===== config.mk =====
export PLATFORM = sky130hd
export DESIGN_NAME = branch_rs_scheduler
export DESIGN_NICKNAME = d
export VERILOG_FILES = /design/src/rtl/branch_rs_scheduler.sv
export SDC_FILE = /design/constraint.sdc
export NUM_CORES = 1
export LEC_CHECK = 0
export BUFFER_PORTS_ARGS = -buffer_cell sky130_fd_sc_hd__buf_2
export CORE_ASPECT_RATIO = 1.5
export CORE_MARGIN = 4
export CORE_UTILIZATION = 60
export CTS_CLUSTER_DIAMETER = 200
export DETAILED_ROUTE_END_ITERATION = 10
export PLACE_DENSITY_LB_ADDON = 0.05
export SETUP_SLACK_MARGIN = 0.4
export SLEW_MARGIN = 10
export SYNTH_ARGS = -nofsm -noshare
export SYNTH_HDL_FRONTEND = slang
export SYNTH_SLANG_ARGS = --single-unit

===== constraint.sdc =====
create_clock -name clk_in -period 17.7 [get_ports clk_in]
set_input_delay 0 -clock clk_in [delete_from_list [all_inputs] [get_ports clk_in]]
set_output_delay 0 -clock clk_in [all_outputs]
set_load 0.01 [all_outputs]

===== src/rtl/branch_rs_scheduler.sv =====
// Branch reservation station and issue scheduler.
//
// branch_rs_pkg  : comparison function encoding shared with dispatch.
// branch_alu     : combinational branch comparator (taken / not taken).
// branch_rs_scheduler:
//   clk_in, rst_in (sync, active-low), flush_in       - clock, reset, flush
//   disp_*                                             - dispatch request with
//                                                        per-source rdy/tag/val
//   disp_ready_out                                     - a free entry exists
//   cdb_valid_in / cdb_tag_in / cdb_data_in            - result broadcast snoop
//   res_valid_out / res_rob_tag_out / res_taken_out /
//   res_target_out                                     - registered resolve
//   occupancy_out                                      - valid entry count
// Holds up to DEPTH branch ops, wakes waiting operands from the CDB and
// issues the oldest ready entry into the comparator each cycle.

package branch_rs_pkg;
    typedef enum logic [2:0] {
        BR_EQ  = 3'd0,
        BR_NEQ = 3'd1,
        BR_LT  = 3'd2,
        BR_LTU = 3'd3,
        BR_GE  = 3'd4,
        BR_GEU = 3'd5,
        BR_DBR = 3'd6
    } br_func_t;
endpackage

module branch_alu
    import branch_rs_pkg::*;
(
    input  br_func_t    func,
    input  logic [31:0] src1,
    input  logic [31:0] src2,
    output logic        taken
);
    always_comb begin
        taken = 1'b0;
        case (func)
            BR_EQ:   taken = (src1 == src2);
            BR_NEQ:  taken = (src1 != src2);
            BR_LT:   taken = ($signed(src1) <  $signed(src2));
            BR_LTU:  taken = (src1 <  src2);
            BR_GE:   taken = ($signed(src1) >= $signed(src2));
            BR_GEU:  taken = (src1 >= src2);
            default: taken = 1'b0;   // Dbr and unused encodings never redirect
        endcase
    end
endmodule

module branch_rs_scheduler
    import branch_rs_pkg::*;
#(
    parameter int DEPTH = 4,
    parameter int TAG_W = 4
) (
    input  logic                       clk_in,
    input  logic                       rst_in,
    input  logic                       flush_in,
    input  logic                       disp_valid_in,
    output logic                       disp_ready_out,
    input  br_func_t                   disp_func_in,
    input  logic [TAG_W-1:0]           disp_rob_tag_in,
    input  logic [31:0]                disp_target_in,
    input  logic                       disp_src1_rdy_in,
    input  logic                       disp_src2_rdy_in,
    input  logic [TAG_W-1:0]           disp_src1_tag_in,
    input  logic [TAG_W-1:0]           disp_src2_tag_in,
    input  logic [31:0]                disp_src1_val_in,
    input  logic [31:0]                disp_src2_val_in,
    input  logic                       cdb_valid_in,
    input  logic [TAG_W-1:0]           cdb_tag_in,
    input  logic [31:0]                cdb_data_in,
    output logic                       res_valid_out,
    output logic [TAG_W-1:0]           res_rob_tag_out,
    output logic                       res_taken_out,
    output logic [31:0]                res_target_out,
    output logic [$clog2(DEPTH):0]     occupancy_out
);
    localparam int IDX_W = $clog2(DEPTH);
    localparam int CNT_W = IDX_W + 1;
    localparam logic [CNT_W-1:0] DEPTH_C = CNT_W'(DEPTH);

    // Entry storage. Kept in flops: every entry is compared against the CDB
    // tag in parallel, so a RAM would not fit.
    logic [DEPTH-1:0]  valid_reg;
    br_func_t          func_reg    [DEPTH];
    logic [TAG_W-1:0]  rob_tag_reg [DEPTH];
    logic [31:0]       target_reg  [DEPTH];
    logic [DEPTH-1:0]  s1_rdy_reg;
    logic [DEPTH-1:0]  s2_rdy_reg;
    logic [TAG_W-1:0]  s1_tag_reg  [DEPTH];
    logic [TAG_W-1:0]  s2_tag_reg  [DEPTH];
    logic [31:0]       s1_val_reg  [DEPTH];
    logic [31:0]       s2_val_reg  [DEPTH];
    // Age rank: 0 = oldest; ranks of valid entries are always 0..occ-1.
    logic [IDX_W-1:0]  age_reg     [DEPTH];

    logic [CNT_W-1:0]  occ_reg;
    logic              res_valid_reg;
    logic [TAG_W-1:0]  res_rob_tag_reg;
    logic              res_taken_reg;
    logic [31:0]       res_target_reg;

    logic [DEPTH-1:0]  cand;
    logic [DEPTH-1:0]  wake1;
    logic [DEPTH-1:0]  wake2;

    genvar gi;
    generate
        for (gi = 0; gi < DEPTH; gi++) begin : g_entry
            assign cand[gi]  = valid_reg[gi] & s1_rdy_reg[gi] & s2_rdy_reg[gi];
            assign wake1[gi] = valid_reg[gi] & ~s1_rdy_reg[gi] & cdb_valid_in &
                               (s1_tag_reg[gi] == cdb_tag_in);
            assign wake2[gi] = valid_reg[gi] & ~s2_rdy_reg[gi] & cdb_valid_in &
                               (s2_tag_reg[gi] == cdb_tag_in);
        end
    endgenerate

    // Oldest ready entry (smallest age rank).
    logic              sel_found;
    logic [IDX_W-1:0]  sel_idx;
    logic [IDX_W-1:0]  sel_age;
    always_comb begin
        sel_found = 1'b0;
        sel_idx   = '0;
        sel_age   = '0;
        for (int i = 0; i < DEPTH; i++) begin
            if (cand[i] && (!sel_found || age_reg[i] < sel_age)) begin
                sel_found = 1'b1;
                sel_idx   = IDX_W'(i);
                sel_age   = age_reg[i];
            end
        end
    end

    // Lowest-index free slot, from registered valid bits only.
    logic              free_found;
    logic [IDX_W-1:0]  free_idx;
    always_comb begin
        free_found = 1'b0;
        free_idx   = '0;
        for (int i = 0; i < DEPTH; i++) begin
            if (!valid_reg[i] && !free_found) begin
                free_found = 1'b1;
                free_idx   = IDX_W'(i);
            end
        end
    end

    logic alu_taken;
    branch_alu u_branch_alu (
        .func  (func_reg[sel_idx]),
        .src1  (s1_val_reg[sel_idx]),
        .src2  (s2_val_reg[sel_idx]),
        .taken (alu_taken)
    );

    logic              disp_fire;
    logic              byp1;
    logic              byp2;
    logic [IDX_W-1:0]  new_age;
    assign disp_ready_out = (occ_reg < DEPTH_C);
    assign disp_fire      = disp_valid_in & disp_ready_out & ~flush_in;
    assign byp1 = ~disp_src1_rdy_in & cdb_valid_in & (disp_src1_tag_in == cdb_tag_in);
    assign byp2 = ~disp_src2_rdy_in & cdb_valid_in & (disp_src2_tag_in == cdb_tag_in);
    // The newcomer ranks behind every entry that survives this edge.
    assign new_age = IDX_W'(occ_reg - CNT_W'(sel_found));

    always_ff @(posedge clk_in) begin
        if (!rst_in) begin
            occ_reg         <= '0;
            res_valid_reg   <= 1'b0;
            res_rob_tag_reg <= '0;
            res_taken_reg   <= 1'b0;
            res_target_reg  <= '0;
            valid_reg       <= '0;
            s1_rdy_reg      <= '0;
            s2_rdy_reg      <= '0;
            for (int i = 0; i < DEPTH; i++) begin
                age_reg[i] <= '0;
            end
        end else if (flush_in) begin
            occ_reg       <= '0;
            res_valid_reg <= 1'b0;
            valid_reg     <= '0;
        end else begin
            res_valid_reg <= sel_found;
            if (sel_found) begin
                res_rob_tag_reg <= rob_tag_reg[sel_idx];
                res_taken_reg   <= alu_taken;
                res_target_reg  <= target_reg[sel_idx];
            end
            occ_reg <= occ_reg + CNT_W'(disp_fire) - CNT_W'(sel_found);
            for (int i = 0; i < DEPTH; i++) begin
                if (sel_found && sel_idx == IDX_W'(i)) begin
                    valid_reg[i] <= 1'b0;
                end else if (valid_reg[i]) begin
                    if (wake1[i]) begin
                        s1_rdy_reg[i] <= 1'b1;
                        s1_val_reg[i] <= cdb_data_in;
                    end
                    if (wake2[i]) begin
                        s2_rdy_reg[i] <= 1'b1;
                        s2_val_reg[i] <= cdb_data_in;
                    end
                    if (sel_found && age_reg[i] > sel_age) begin
                        age_reg[i] <= age_reg[i] - 1'b1;
                    end
                end else if (disp_fire && free_idx == IDX_W'(i)) begin
                    valid_reg[i]   <= 1'b1;
                    func_reg[i]    <= disp_func_in;
                    rob_tag_reg[i] <= disp_rob_tag_in;
                    target_reg[i]  <= disp_target_in;
                    age_reg[i]     <= new_age;
                    s1_tag_reg[i]  <= disp_src1_tag_in;
                    s2_tag_reg[i]  <= disp_src2_tag_in;
                    s1_rdy_reg[i]  <= disp_src1_rdy_in | byp1;
                    s2_rdy_reg[i]  <= disp_src2_rdy_in | byp2;
                    s1_val_reg[i]  <= disp_src1_rdy_in ? disp_src1_val_in : cdb_data_in;
                    s2_val_reg[i]  <= disp_src2_rdy_in ? disp_src2_val_in : cdb_data_in;
                end
            end
        end
    end

    assign res_valid_out   = res_valid_reg;
    assign res_rob_tag_out = res_rob_tag_reg;
    assign res_taken_out   = res_taken_reg;
    assign res_target_out  = res_target_reg;
    assign occupancy_out   = occ_reg;

endmodule


-- Word level (Yosys, flattened, before mapping)
Memory sizes are Yosys's and may differ from the RTL's. A register that Yosys moved wholly into a read port is not among the register bits.
Index checks and enable logic that the tools add are counted.
- register bits after elaboration: 17
- bits in writable memories: 452
- input bits: 154
- word-level logic and storage cells: 418
- memories kept: 8
- memories (name ; words ; bits a word ; rd ports ; clocked after Yosys merged registers in ; wr ports ; line ; RTL):
    s1_val_reg ; 4 ; 32 ; 1 ; 0 ; 4 ; 94 ; logic [31:0] s1_val_reg [DEPTH];
    s2_val_reg ; 4 ; 32 ; 1 ; 0 ; 4 ; 95 ; logic [31:0] s2_val_reg [DEPTH];
    target_reg ; 4 ; 32 ; 1 ; 1 ; 1 ; 89 ; logic [31:0] target_reg [DEPTH];
    rob_tag_reg ; 4 ; 4 ; 1 ; 1 ; 1 ; 88 ; logic [TAG_W-1:0] rob_tag_reg [DEPTH];
    s1_tag_reg ; 4 ; 4 ; 4 ; 0 ; 1 ; 92 ; logic [TAG_W-1:0] s1_tag_reg [DEPTH];
    s2_tag_reg ; 4 ; 4 ; 4 ; 0 ; 1 ; 93 ; logic [TAG_W-1:0] s2_tag_reg [DEPTH];
    2 more memories ; n/a ; n/a ; n/a ; n/a ; n/a ; n/a ;
- add/subtract/negate cells: 7
- order comparisons: 12
- equal/unequal tests: 31
- muxes and demuxes: 206
- bitwise gates (word level): 72
- reduce and logical (&&, ||, !) cells: 67
- operator list (operator ; count):
    32-bit two-way mux ; 13
    1-bit two-way mux ; 149
    32-bit OR reduction ; 3
    32-bit greater-or-equal comparator ; 2
    32-bit < comparator ; 2
    2-bit two-way mux ; 31
    4-bit equality test ; 10
    1-bit AND ; 38
    4-bit two-way mux ; 9
    4-bit OR reduction ; 9
    32-bit equality test ; 1
    32-bit inequality test ; 1
    4-bit AND reduction ; 8
    3-bit OR reduction ; 7
    1-bit logical AND ; 18
    1-bit bitwise OR ; 18
    2-bit by 1-bit inequality test with 1-bit output (second input constant) ; 8
    1-bit NOT ; 16
    1-bit logical NOT ; 10
    3-bit two-way mux ; 3
    2-bit equality test (second input constant) ; 4
    2-bit greater-than comparator ; 4
    2-bit nonzero test ; 4
    2-bit by 1-bit subtractor with 2-bit output (second input constant) ; 4
    15 further kinds ; 23

-- Depth between registers and ports, before layout
- depth in word-level cells: 25
- depth in mapped cells: 34
- mapped depth without buffers: 29

-- Modules after synthesis
A second synthesis with hierarchy kept.
- cell total of the unflattened synthesis: 1817
- area total of the unflattened synthesis: 24016.8 µm²
- by module, submodules not included (module ; instances ; cells each ; area each (µm²) ; seq. area each (µm²)):
    branch_rs_scheduler ; 1 ; 1693 ; 23130.9 ; 14634.0
    branch_alu ; 1 ; 124 ; 885.8 ; 0.0

-- Worst setup path before layout
Ideal clock, no wire load.
- kind: register -> register
- start point: register s1_rdy_reg[0]
- end point: memory s1_val_reg[1][0], enable pin
- setup time: 466 ps
- arrival time: 6877 ps
- data required time: 17234 ps
- setup slack: 10358 ps
- cell stages (with the launch flop): 26
- buffers on the path: 6
- path through: dfxtp_1 > and3_1 > nand2_1 > ha_1 > a21oi_1 > o21a_1 > buf_2 > buf_1 > a21oi_1 > ha_1 > o22ai_1 > and2_4 > a21o_1 > buf_2 > clkbuf_1 > nor2_1 > a21oi_1 > ha_1 > o21ai_0 > nand2_1 > and2_2 > buf_2 > buf_2 > nand3_1 > nand2_1 > o21ai_0
- RTL lines (what ; line ; RTL):
    start, declared ; 90 ; logic [DEPTH-1:0] s1_rdy_reg;
    start signal, assigned by index ; 218 ; s1_rdy_reg[i] <= disp_src1_rdy_in | byp1;
    end, declared ; 94 ;

-- Worst setup path after layout
- start point: register valid_reg[0]
- end point: register res_taken_reg, in the netlist res_taken_out
- longest elaborated chain between the ends: 18
- ends and longest elaborated chain (what ; line ; RTL):
    start, declared ; 86 ; logic [DEPTH-1:0] valid_reg;
    start signal, assigned ; 177 ; valid_reg <= '0;
    start signal, assigned ; 186 ; valid_reg <= '0;
    start signal, assigned by index ; 197 ; valid_reg[i] <= 1'b0;
    1-bit AND (*) (2 in series) ; 112 ; assign cand[gi] = valid_reg[gi] & s1_rdy_reg[gi] & s2_rdy_reg[gi];
    2-bit two-way mux or 1-bit two-way mux (tied branches) ; 129 ; if (cand[i] && (!sel_found || age_reg[i] < sel_age)) begin
    2-bit < comparator or 1-bit logical NOT (tied branches) ; 129 ;
    1-bit logical OR ; 129 ;
    1-bit logical AND ; 129 ;
    2-bit two-way mux or 1-bit two-way mux (tied branches) ; 129 ;
    2-bit < comparator or 1-bit logical NOT (tied branches) ; 129 ;
    1-bit logical OR ; 129 ;
    1-bit logical AND ; 129 ;
    2-bit two-way mux or 1-bit two-way mux (tied branches) ; 129 ;
    2-bit < comparator or 1-bit logical NOT (tied branches) ; 129 ;
    1-bit logical OR ; 129 ;
    1-bit logical AND ; 129 ;
    2-bit two-way mux ; 129 ;
    memory read 4 x 32 bit (tied with other cells) ; n/a ;
    32-bit greater-or-equal comparator (tied with other cells) ; 45 ; BR_GEU: taken = (src1 >= src2);
    1-bit one-hot mux with 6 select lines ; 39 ; case (func)
    end signal, assigned ; 191 ; res_taken_reg <= alu_taken;
    end, declared ; 102 ; logic res_taken_reg;
Every way passes the cells marked *; elsewhere a longest branch is shown, timed or not.
A chain may end at the register's enable or synchronous reset.

==> results.sh <==
export IMPL_synth_seq_cells=505
export IMPL_met1_length_um=23500
export IMPL_dp_hpwl_um=34700
export IMPL_max_stage_delay_ns=1.06
export IMPL_tightest_slew_ns=1.21
export IMPL_postSynthCellCount=1699
export IMPL_arrival_ns=10.35
export IMPL_htreeDepth=2
export IMPL_finalHoldViolations=0
export IMPL_synth_area_mm2=0.0234
export IMPL_io_buffer_count=195
export IMPL_ys_async_sr_fraction_pct=0
export IMPL_avgViaCountPerCell=6.22
export IMPL_fmax_mhz=101
export IMPL_routed_via_count=15947
export IMPL_power_leakage_uw=0.0102
export IMPL_worstSetupPathType="register to register"
export IMPL_setup_tns_ns=0
export IMPL_fp_row_count=88
export IMPL_powerDensity_mw_per_mm2=85.5
export IMPL_clockPowerShare_pct=39.8
export IMPL_dp_cells=2297
export IMPL_crit_required_ns=18.17
export IMPL_first_pass_iters=5
export IMPL_grt_pass1_vias=16510
export IMPL_cts_buffers=46
export IMPL_met2_length_um=31600
export IMPL_synth_flop_cell="edfxtp_1"
export IMPL_finalNonFillerCells=2565
export IMPL_endpoint_kind="register"
export IMPL_synth_seq_area_share_pct=62.4
export IMPL_hp_class="input pin to register"
export IMPL_synth_nets=1900
export IMPL_vdd_ir_drop_worst_mv=0.0877
export IMPL_crit_family="compound AO/OA/AOI/OAI gates"
export IMPL_fin_total_pwr_uw=2400
export IMPL_grt_antenna_before_repair=1
export IMPL_swShare_pct=20.7
export IMPL_synth_warnings=0
export IMPL_p_int_uw=1900
export IMPL_synth_cell_types=66
export IMPL_drive_above_1_share_pct=22.8
export IMPL_die_h_um=250
export IMPL_grt_use_total_pct=28.3
export IMPL_wl_met3_um=3300
export IMPL_grt_pass1_wl_um=93500
export IMPL_rsz0062_at_grt="false"
export IMPL_synth_edff_count=452
export IMPL_route_detailed_drc=0
export IMPL_fin_skew_ns=0.0213
export IMPL_die_area_mm2=0.0424
export IMPL_num_nets_final=2232
export IMPL_max_slew_margin_rel_pct=19.2
export IMPL_critPathLaunchType="register"
export IMPL_grt_max_degree=78
export IMPL_gr_total_overflow=0
export IMPL_core_area_mm2=0.0385
export IMPL_p_comb_share_pct=5.6
export IMPL_top_layer="met4"
export IMPL_cp_max_fo=66
export IMPL_synth_top_area_share_pct=57.9
export IMPL_cap_violations=0
export IMPL_cts_max_path_buffers=3
export IMPL_cp_num_buf_inv=2
export IMPL_crit_slowest_cell="nor3_4"
export IMPL_avgRoutedWirePerCell_um=23.7
export IMPL_p_seq_share_pct=54.5
export IMPL_cts_root_buf="clkbuf_16"
export IMPL_fin_ws_ns=7.81
export IMPL_synthTopCellsByArea="edfxtp_1 (58%), mux2_1 (6.7%), mux2_2 (5.7%)"
export IMPL_ant_nets=0
export IMPL_gp_congestion=0.880
export IMPL_pre_cts_slack_ns=7.82
export IMPL_finalCritPeriodShare_pct=55.9
export IMPL_power_switching_uw=496
export IMPL_setup_viol=0
export IMPL_clk_pin_slew_ns=0.07
export IMPL_tritoncts="yes"
export IMPL_drt_initial_drc_count=1244
export IMPL_clock_sinks=505
export IMPL_drt_total_wl_um=60800
export IMPL_finalMaxSlewViolations=0
export IMPL_syn_to_final_growth_pct=19.7
export IMPL_ios=196
export IMPL_die_x_um=169
export IMPL_min_period_ns=9.89
export IMPL_synth_avg_cell_area_um2=13.8
export IMPL_clock_latency_ns=0.57
export IMPL_yosysTopAreaCell="edfxtp_1"
export IMPL_status="finished clean"
export IMPL_start_util_pct=60.8
## stage by stage
| stage | cell area (um2) | hold slack, ns | utilization [%] |
|---|---|---|---|
| 2_1_floorplan | 23400 | 0.0989 | - |
| 5_1_grt | 28100 | 0.0494 | 72.8 |
| 4_1_cts | 28100 | 0.0250 | 72.8 |
| 6_report | 28100 | 0.0309 | 72.8 |
| 3_3_place_gp | 24800 | 0.212 | 64.4 |
| 3_5_place_dp | 24800 | 0.220 | 64.4 |
## logic make-up (layout without fill, tap and decap cells)
group,count (synthesis),count (layout),synth area share (%)
other cells,0,1,0
xor+xnor,49,49,1.83
mux,259,259,12.4
simple gates,378,378,7.62
buf+inv,132,502,2.59
compound gates,329,329,10.6
flops,505,505,62.4
fa+ha+maj,47,47,2.54
## synth_stat cells (36+ instances only)
cell	number
nand3_1	81
nor2_1	61
ha_1	46
edfxtp_1	452
nor3_1	43
nand2_1	130
o21ai_0	49
dfxtp_1	53
mux2_1	139
a21oi_1	87
clkbuf_1	46
mux2_2	118
o211a_1	36
a221oi_1	68
## layer usage
layer | up-vias | track usage, %
met5 | - | 0
met2 | 568 | 50.4
met3 | 126 | 3.50
li1 | 7280 | -
met1 | 7973 | 34.9
met4 | 0 | 11.1
## power groups by stage
stage          registers (uW)  clock network [uW]  logic, uW
2_1_floorplan            1330                   0       50.6
3_3_place_gp             1330                   0       96.3
3_5_place_dp             1330                   0       99.9
4_1_cts                  1310                 968        133
5_1_grt                  1310                1020        146
6_report                 1310                 956        135
## worst paths after layout
check | cells past startpoint | slack, ns | startpoint | endpoint
max | 31 | 7.81 | valid_reg[0] | res_taken_out
min reg2reg | 2 | 0.48 | s2_rdy_reg[3] | s2_rdy_reg[3]
min | 3 | 0.03 | disp_src2_rdy_in | s2_rdy_reg[0]
max reg2reg | 31 | 7.81 | valid_reg[0] | res_taken_out
## tightest hold or removal path: cells and delay by family
kind / cells / cell delay [ns]
buf+inv: 1 / 0.18
compound gates: 2 / 0.38
## layout by cell type, fill, tap and decap left out, types with 4 or more instances in the layout
cell type	count
and3_1	4
mux2_1	139
ha_1	46
or3_1	4
xor2_1	20
clkbuf_16	46
mux2_2	118
a221oi_1	68
nand2_2	8
o2111ai_1	4
nand3_1	81
nand4_1	11
o22a_1	4
buf_2	195
xnor2_1	29
dlygate4sd3_1	181
nor2b_1	7
o21ai_0	47
nand2_1	128
inv_1	17
buf_4	22
o221a_2	32
clkinv_1	9
nor2_4	6
a21oi_1	83
and2_1	6
clkbuf_8	4
dfxtp_1	53
a21oi_4	4
nor3_1	43
a31oi_1	7
clkbuf_1	10
a21o_1	8
o211a_1	36
nor2_1	58
clkinv_2	11
nand2b_1	6
edfxtp_1	452
## layout make-up
type	count	area, um2
Inverter	18	67.6
Clock inverter	26	190
Timing Repair Buffer	398	2950
Sequential cell	505	14600
Antenna cell	1	2.50
Tap cell	495	619
Multi-Input combinational cell	1062	8350
Fill cell	2628	10500
Clock buffer	60	1240
## repair_timing
| action | in CTS | in global routing |
|---|---|---|
| setup buffers | 0 | 0 |
| hold endpoints to repair | 452 | 0 |
| hold buffers | 181 | 0 |
| resized for setup | 0 | 0 |
(Power assumes the default switching activity.)
